===== config.mk =====
export PLATFORM = sky130hd
export DESIGN_NAME = segasys1_sndcmd_queue
export DESIGN_NICKNAME = d
export VERILOG_FILES = /design/src/rtl/segasys1_pkg.sv /design/src/rtl/segasys1_sync_fifo.sv /design/src/rtl/segasys1_sndcmd_queue.sv
export SDC_FILE = /design/constraint.sdc
export NUM_CORES = 1
export LEC_CHECK = 0
export BUFFER_PORTS_ARGS = -buffer_cell sky130_fd_sc_hd__buf_4
export CORE_UTILIZATION = 61
export CTS_BUF_LIST = sky130_fd_sc_hd__clkbuf_4 sky130_fd_sc_hd__clkbuf_8 sky130_fd_sc_hd__clkbuf_16
export DETAILED_ROUTE_END_ITERATION = 8
export PLACE_DENSITY = 0.86
export SLEW_MARGIN = 10
export SYNTH_ARGS = -nofsm -noshare
export SYNTH_HDL_FRONTEND = slang
export SYNTH_SLANG_ARGS = --single-unit

===== constraint.sdc =====
create_clock -name CLK48M -period 3.4 [get_ports CLK48M]
set_clock_uncertainty 0.2 [all_clocks]
set_input_delay 0.34 -clock CLK48M [delete_from_list [all_inputs] [get_ports CLK48M]]
set_output_delay 0.34 -clock CLK48M [all_outputs]
set_load 0.05 [all_outputs]

===== src/rtl/segasys1_pkg.sv =====
// Shared types and constants for the Sega System 1 sound-command path.
package segasys1_pkg;

  localparam int SNDCMD_W = 8;

  typedef enum logic [1:0] {
    ST_IDLE   = 2'd0,
    ST_ASSERT = 2'd1,
    ST_GAP    = 2'd2
  } nmi_state_e;

endpackage


===== src/rtl/segasys1_sync_fifo.sv =====
// Single-clock FIFO with occupancy count and show-ahead head output.
// A pop on a full FIFO frees the slot that a simultaneous push then fills.
module segasys1_sync_fifo #(
  parameter int DEPTH_LOG2 = 2,
  parameter int WIDTH      = 8
) (
  input  logic                  clk,
  input  logic                  rst_n,
  input  logic                  push_i,
  input  logic                  pop_i,
  input  logic [WIDTH-1:0]      data_i,
  output logic [WIDTH-1:0]      head_o,
  output logic [DEPTH_LOG2:0]   count_o,
  output logic                  full_o,
  output logic                  empty_o
);

  localparam int DEPTH = 1 << DEPTH_LOG2;
  localparam logic [DEPTH_LOG2:0] FULL_CNT = {1'b1, {DEPTH_LOG2{1'b0}}};

  logic [WIDTH-1:0]      mem_q [DEPTH];
  logic [DEPTH_LOG2-1:0] wr_ptr_q;
  logic [DEPTH_LOG2-1:0] rd_ptr_q;
  logic [DEPTH_LOG2:0]   count_q;
  logic                  do_push;
  logic                  do_pop;

  assign empty_o = (count_q == '0);
  assign full_o  = (count_q == FULL_CNT);
  assign do_pop  = pop_i & ~empty_o;
  assign do_push = push_i & (~full_o | do_pop);

  // NOTE: state registers use non-blocking assignments so every flop samples
  // the pre-edge values of its neighbours, independent of statement order.
  always_ff @(posedge clk or negedge rst_n) begin
    if (!rst_n) begin
      wr_ptr_q <= '0;
      rd_ptr_q <= '0;
      count_q  <= '0;
    end else begin
      if (do_push) wr_ptr_q <= wr_ptr_q + 1'b1;
      if (do_pop)  rd_ptr_q <= rd_ptr_q + 1'b1;
      if (do_push && !do_pop)      count_q <= count_q + 1'b1;
      else if (do_pop && !do_push) count_q <= count_q - 1'b1;
    end
  end

  // NOTE: the storage array is deliberately not reset; count/pointers gate
  // every read, so stale contents are never observed and the array can map
  // onto plain RAM without a reset port.
  always_ff @(posedge clk) begin
    if (do_push) mem_q[wr_ptr_q] <= data_i;
  end

  assign head_o  = mem_q[rd_ptr_q];
  assign count_o = count_q;

endmodule


===== src/rtl/segasys1_sndcmd_queue.sv =====
// Sound-command mailbox: queues main-CPU sound writes and paces one NMI per
// queued command to the sound CPU, with a guaranteed low gap between NMIs.
module segasys1_sndcmd_queue
  import segasys1_pkg::*;
#(
  parameter int DEPTH_LOG2 = 2,
  parameter int NMI_GAP    = 16,
  parameter int NMI_TMO    = 0
) (
  input  logic                 CLK48M,
  input  logic                 RESET_N,
  input  logic                 SNDRQ,
  input  logic [SNDCMD_W-1:0]  SNDNO,
  input  logic                 SND_RD,
  output logic [SNDCMD_W-1:0]  SND_DO,
  output logic                 SND_NMI,
  output logic [DEPTH_LOG2:0]  CNT,
  output logic                 OVF,
  input  logic                 OVF_CLR
);

  localparam int GAP_W = $clog2(NMI_GAP);
  localparam int TMO_W = (NMI_TMO > 1) ? $clog2(NMI_TMO) : 1;
  localparam logic [GAP_W-1:0] GAP_LOAD = GAP_W'(NMI_GAP - 1);
  localparam logic [TMO_W-1:0] TMO_LAST = TMO_W'((NMI_TMO > 0) ? NMI_TMO - 1 : 0);
  localparam bit               TMO_EN   = (NMI_TMO != 0);

  logic                fifo_full;
  logic                fifo_empty;
  logic [SNDCMD_W-1:0] fifo_head;
  logic                pop_ev;
  logic                drop;

  logic                snd_rd_d_q;
  logic [SNDCMD_W-1:0] snd_do_q, snd_do_d;
  logic                ovf_q, ovf_d;
  nmi_state_e          state_q, state_d;
  logic [GAP_W-1:0]    gap_q, gap_d;
  logic [TMO_W-1:0]    tmo_q, tmo_d;

  // Pop on the trailing edge of a read so the byte stays stable throughout it.
  assign pop_ev = snd_rd_d_q & ~SND_RD;
  assign drop   = SNDRQ & fifo_full & ~pop_ev;

  segasys1_sync_fifo #(
    .DEPTH_LOG2 (DEPTH_LOG2),
    .WIDTH      (SNDCMD_W)
  ) u_fifo (
    .clk     (CLK48M),
    .rst_n   (RESET_N),
    .push_i  (SNDRQ),
    .pop_i   (pop_ev),
    .data_i  (SNDNO),
    .head_o  (fifo_head),
    .count_o (CNT),
    .full_o  (fifo_full),
    .empty_o (fifo_empty)
  );

  // NOTE: every signal driven here gets a default first, so no path through
  // the case leaves it unassigned and no latch is inferred.
  always_comb begin
    state_d  = state_q;
    gap_d    = gap_q;
    tmo_d    = tmo_q;
    snd_do_d = fifo_empty ? snd_do_q : fifo_head;
    ovf_d    = drop ? 1'b1 : (OVF_CLR ? 1'b0 : ovf_q);

    unique case (state_q)
      ST_IDLE: begin
        if (!fifo_empty) begin
          state_d = ST_ASSERT;
          tmo_d   = '0;
        end
      end
      ST_ASSERT: begin
        if (pop_ev) begin
          state_d = ST_GAP;
          gap_d   = GAP_LOAD;
        end else if (TMO_EN && (tmo_q == TMO_LAST)) begin
          // Unacknowledged NMI: drop it and raise a fresh edge after the gap.
          state_d = ST_GAP;
          gap_d   = GAP_LOAD;
        end else begin
          tmo_d = tmo_q + 1'b1;
        end
      end
      ST_GAP: begin
        if (gap_q == '0) state_d = ST_IDLE;
        else             gap_d   = gap_q - 1'b1;
      end
      default: state_d = ST_IDLE;
    endcase
  end

  always_ff @(posedge CLK48M or negedge RESET_N) begin
    if (!RESET_N) begin
      snd_rd_d_q <= 1'b0;
      snd_do_q   <= '0;
      ovf_q      <= 1'b0;
      state_q    <= ST_IDLE;
      gap_q      <= '0;
      tmo_q      <= '0;
    end else begin
      snd_rd_d_q <= SND_RD;
      snd_do_q   <= snd_do_d;
      ovf_q      <= ovf_d;
      state_q    <= state_d;
      gap_q      <= gap_d;
      tmo_q      <= tmo_d;
    end
  end

  assign SND_DO  = snd_do_q;
  assign SND_NMI = (state_q == ST_ASSERT);
  assign OVF     = ovf_q;

endmodule


**Word level (Yosys, flattened, before mapping)**

Memory sizes are Yosys's and may differ from the RTL's. A register that Yosys moved wholly into a read port is not among the register bits.
Index checks and enable logic that the tools add are counted.

- Register bits: 15
- Word-level logic and storage cells: 57
- Input bits: 13
- Output and inout port bits: 13
- Memories: 1
- Memory bits (writable): 32

- Mux-type cells: 13
- $add $sub $neg: 5
- Equality and inequality tests: 7
- Bitwise operators: 10
- Reductions and logical operators: 14

Memories:

| name | words | width | rd ports | clocked after Yosys merged registers in | wr ports | line | source |
|---|---|---|---|---|---|---|---|
| u_fifo.mem_q | 4 | 8 | 1 | 1 | 1 | segasys1_sync_fifo.sv:21 | `logic [WIDTH-1:0] mem_q [DEPTH];` |

Operators with widths:

| kind | number |
|---|---|
| 4-bit two-way mux | 2 |
| 4-bit case mux with 2 select lines | 1 |
| 2-bit two-way mux | 3 |
| 3-bit two-way mux | 2 |
| 2-bit inequality test (second input constant) | 3 |
| 2-bit case mux with 3 select lines | 1 |
| 3-bit AND reduction | 2 |
| 2-bit nonzero test | 3 |
| 1-bit bitwise AND | 5 |
| 2-bit by 1-bit adder with 2-bit output (second input constant) | 2 |
| 1-bit logical NOT | 4 |
| 4-bit logical NOT | 1 |
| 1-bit two-way mux | 4 |
| 1-bit inverter | 4 |
| 4-bit by 1-bit subtractor with 4-bit output (second input constant) | 1 |
| 3-bit by 1-bit adder with 3-bit output (second input constant) | 1 |
| 3-bit equality test (second input constant) | 1 |
| 3-bit logical NOT | 1 |
| 3-bit by 1-bit subtractor with 3-bit output (second input constant) | 1 |
| 2-bit by 1-bit equality test with 1-bit output (second input constant) | 1 |
| 2-bit equality test (second input constant) | 1 |
| 1-bit logical AND | 2 |
| 2-bit logical NOT | 1 |
| 2-bit by 1-bit inequality test with 1-bit output (second input constant) | 1 |
| 1-bit bitwise OR | 1 |

**Depth between registers and ports, before layout**

- Word-level depth: 9
- Depth in mapped cells: 9
- Gate-level depth less buffers: 8

**Hierarchy**

From an unflattened synthesis, not the netlist that was laid out.

- Cell total of the unflattened synthesis: 131
- Area, all modules: 2275.9 sq um

Modules (own cells, without submodules):

| module | seq. area each (sq um) | area an instance (sq um) | cells an instance | times used |
|---|---|---|---|---|
| segasys1_sync_fifo | 1136.1 | 1591.5 | 77 | 1 |
| segasys1_sndcmd_queue | 400.4 | 684.4 | 54 | 1 |

**Worst setup path after synthesis**

Ideal clock, no wire load.

- Path kind: reg2reg
- Start: reg u_fifo.count_q[0] (netlist: u_fifo.count_o[0])
- End: reg u_fifo.count_q[2] (netlist: u_fifo.count_o[2])
- Path slack: 0.807 ns
- Data arrival time: 2.310 ns
- Stages on the path, launching flop included: 10
- Buffers on the path: 1
- Setup time: 0.082 ns
- Required time: 3.118 ns
- Clock period less this slack: 2.593 ns
- Path through: dfrtp_1 or3_1 buf_6 nand2_1 ha_1 inv_1 fa_1 xor2_1 nor2_1 xor2_1

- Word-level cells in the longest chain between the ends: 8
- Elaborated cells on any way between the ends: 16
- Classes of those cells: add/sub (2); eq/ne (1); mux (2); bitwise (5); reduce/logical (6)

RTL lines:

| item | line | source |
|---|---|---|
| start, declared | segasys1_sync_fifo.sv:24 | `logic [DEPTH_LOG2:0] count_q;` |
| start signal, assigned | segasys1_sync_fifo.sv:43 | `if (do_push && !do_pop) count_q <= count_q + 1'b1;` |
| start signal, assigned | segasys1_sync_fifo.sv:44 | `else if (do_pop && !do_push) count_q <= count_q - 1'b1;` |
| 3-bit logical NOT | segasys1_sync_fifo.sv:28 | `assign empty_o = (count_q == '0);` |
| 1-bit inverter | segasys1_sync_fifo.sv:30 | `assign do_pop = pop_i & ~empty_o;` |
| 1-bit bitwise AND | segasys1_sync_fifo.sv:30 |  |
| 1-bit bitwise OR | segasys1_sync_fifo.sv:31 | `assign do_push = push_i & (~full_o \| do_pop);` |
| 1-bit bitwise AND | segasys1_sync_fifo.sv:31 |  |
| 1-bit logical NOT | segasys1_sync_fifo.sv:44 |  |
| 1-bit logical AND | segasys1_sync_fifo.sv:44 |  |
| 2-bit nonzero test (no line) | -- |  |

Parallel ways exist; a longest one is shown, timed or not. The select of a mux whose other input is x is not followed.
A chain may end at the register's enable or synchronous reset.

**Final worst setup path**

- Start: in SND_RD
- End: reg u_fifo.count_q[2] (netlist: u_fifo.count_o[2])

- Word-level cells in the longest chain between the ends: 8
- Elaborated cells on any way between the ends: 11
- Classes of those cells: mux (1); bitwise (5); reduce/logical (5)

RTL lines:

| item | line | source |
|---|---|---|
| start, declared | segasys1_sndcmd_queue.sv:14 | `input logic SND_RD,` |
| 1-bit inverter * | segasys1_sndcmd_queue.sv:42 | `assign pop_ev = snd_rd_d_q & ~SND_RD;` |
| 1-bit bitwise AND * | segasys1_sndcmd_queue.sv:42 |  |
| 1-bit bitwise AND * | segasys1_sync_fifo.sv:30 |  |
| 1-bit bitwise OR * | segasys1_sync_fifo.sv:31 |  |
| 1-bit bitwise AND * | segasys1_sync_fifo.sv:31 |  |
| net u_fifo.do_push | segasys1_sync_fifo.sv:25 | `logic do_push;` |
| 1-bit logical NOT | segasys1_sync_fifo.sv:44 |  |
| 1-bit logical AND | segasys1_sync_fifo.sv:44 |  |
| 2-bit nonzero test (no line) | -- |  |

The timed path passes the listed nets; every way through them passes the cells marked *.

==> results.tsv <==
metric	value	unit
first_pass_iters	4	
drc	0	
status	complete, no violations	
crit_path_start_kind	primary input	
grt_pass1_wl	6.33	mm
htreeDepth	2	
ys.flop_type	edfxtp_1	
rows	21	
cts_tree	built	
synthesis.nets	150	
core	3470	um2
cts-root-buf	clkbuf_8	
routed-via-count	1192	
worstPathArrival	2.76	ns
avgSynthCellArea	17.5	um2
total_power	2480	uW
die_h	63.1	um
port_buffers	25	
final_common_cell	edfxtp_1	
grtUsageMet3	5.98	%
yosys_warnings	0	
final_cell_mix	edfxtp_1, buf_4, dfrtp_1	
grt_max_degree	24	
die-area	3980	um2
num_antenna_cells	0	
period_minus_slack	2.74	ns
cts_made_buffers	5	
start_util	65.7	%
clock_sinks	55	
min_path_type	primary input to register	
seqPwrFrac	43.8	%
grt_usage	22.4	%
clk_latency	0.30	ns
p_switching	898	uW
cp_max_fo	7	
clockPowerShare	17.3	%
path_class	primary input to register	
cts_buffer_depth	2	
worst-slew-pin-transition	0.607	ns
required	3.42	ns
drtIter0Drc	57	
grt_pass1_vias	1290	
switching_share	36.2	%
syn-cell-area	2280	um2
drive_above_1_share	34.0	%
p_per_area	943	nW/um2
slew-limit-headroom	59.6	%
hold_viol	0	
ir_drop	659	uV
place_ws	0.703	ns
area_growth	15.5	%
end_kind	register	
antenna_found_initial	0	
p_comb_share	39.0	%
cts_resized	0	
async_reset_ff_share	41.8	%
fin_crit_sh	80.6	%
r2r_setup_slack	0.69	ns
ioPinCount	26	
grt-ovfl-total	0	
grtUsageMet2	38.0	%
grtUsageMet1	27.4	%
setup_viol	0	
die_width	63.1	um
post-synth-top-area-cell	edfxtp_1	
routedWlPerCell	18.1	um
clock.fmax	0.365	GHz
place.gp.congestion	0.738	
drv_slew	0	
finalSetupTns	0	ns
total_leakage_power	0.00105	uW
final_net_count	181	
synth_cells	130	
internal-power	1580	uW
ant_nets	0	
ys_types	32	
synth_area_leaders	edfxtp_1, dfrtp_1, mux4_2, mux2_4, ha_1	
post-dp-hpwl	2.59	mm
viasPerCell	5.73	
synth_top_area_share	42.2	%
cap_violations	0	
seq_area_frac_synth	67.4	%
drt_wl_total	3.77	mm
place_inst	198	
synth_seq_cells	55	
setup_ws	0.658	ns
synth_edf_count	32	
busiest_layer	met2	
layout.cells.non_filler	208	
clk_pin_slew	0.08	ns
rsz0062_at_grt	no	
## flip-flops by register name (all words and copies together) (netlist names)
signal	flops
u_fifo.mem_q	32
u_fifo.count_o	3
OVF	1
state_q	2
SND_DO	8
gap_q	4
snd_rd_d_q	1
u_fifo.wr_ptr_q	2
u_fifo.rd_ptr_q	2
## critical path, stage by stage
cell and delay (ns):
dlygate4sd3_1 0.55, buf_4 0.15, nand2b_1 0.17, a31oi_2 0.39, ha_1 0.28, inv_1 0.07
fa_1 0.37, xor2_1 0.17, nor2_1 0.11, xor2_1 0.17
## per-layer routing
| layer | part of all wire, % | wire length (um) |
|---|---|---|
| met4 | 1.9 | 71 |
| met2 | 53 | 2000 |
| met5 | 0 | 0 |
| met3 | 4.6 | 174 |
| met1 | 40 | 1520 |
## final cells by class
cell class                      count  area [um2]
Clock buffer                        7        83.8
Clock inverter                      1        30.0
Fill cell                         216         837
Inverter                            7        26.3
Multi-Input combinational cell     65         689
Sequential cell                    55        1540
Tap cell                           46        57.6
Timing Repair Buffer               27         208
## cells in the mapped netlist (2+ instances only)
| cell type | count |
|---|---|
| mux2_2 | 2 |
| a211oi_1 | 4 |
| mux2_4 | 7 |
| nor2_1 | 4 |
| nor2b_1 | 3 |
| dfrtp_1 | 23 |
| inv_1 | 7 |
| a21oi_1 | 3 |
| buf_6 | 2 |
| xor2_1 | 2 |
| xnor2_1 | 5 |
| mux4_2 | 8 |
| and2_1 | 4 |
| o21ai_0 | 2 |
| ha_1 | 6 |
| edfxtp_1 | 32 |
## worst paths after layout
| check | start | end | cells after the start |
|---|---|---|---|
| setup / recovery | SND_RD | u_fifo.count_o[2] | 10 |
| hold / removal | OVF_CLR | OVF | 2 |
| setup reg to reg | u_fifo.count_o[0] | u_fifo.count_o[2] | 8 |
| hold reg to reg | state_q[1] | state_q[0] | 1 |
| max in group asynchronous | RESET_N | u_fifo.rd_ptr_q[1] | 2 |
| min in group asynchronous | RESET_N | SND_DO[4] | 2 |
## metrics by stage
stage | instance area [um2] | util (%) | hold slack (ns)
2_1_floorplan | 2280 | - | -0.156
3_3_place_gp | 2500 | 72.0 | 0.0505
3_5_place_dp | 2500 | 72.0 | 0.0608
4_1_cts | 2630 | 75.9 | 0.0238
5_1_grt | 2630 | 75.9 | 0.0155
6_report | 2630 | 75.9 | 0.0294
## logic make-up after synthesis
family	after synthesis	synth area share [%]
flops	55	67.4
compound gates	11	3.35
fa+ha+maj	7	4.17
mux	18	14.0
buf+inv	10	2.31
simple gates	22	6.04
xor+xnor	7	2.69
## timing repair
action	4_1_cts	5_1_grt
hold buffers	2	0
hold endpoints to repair	24	0
buffers inserted	0	0
## power groups by stage
stage / Combinational [uW] / Clock [uW] / Sequential [uW]
final: 967 / 428 / 1090
after global routing: 1030 / 461 / 1110
after CTS: 977 / 437 / 1090
after global placement: 928 / 0 / 1080
after detailed placement: 970 / 0 / 1100
after floorplan: 542 / 0 / 1270
(Power assumes the default switching activity.)
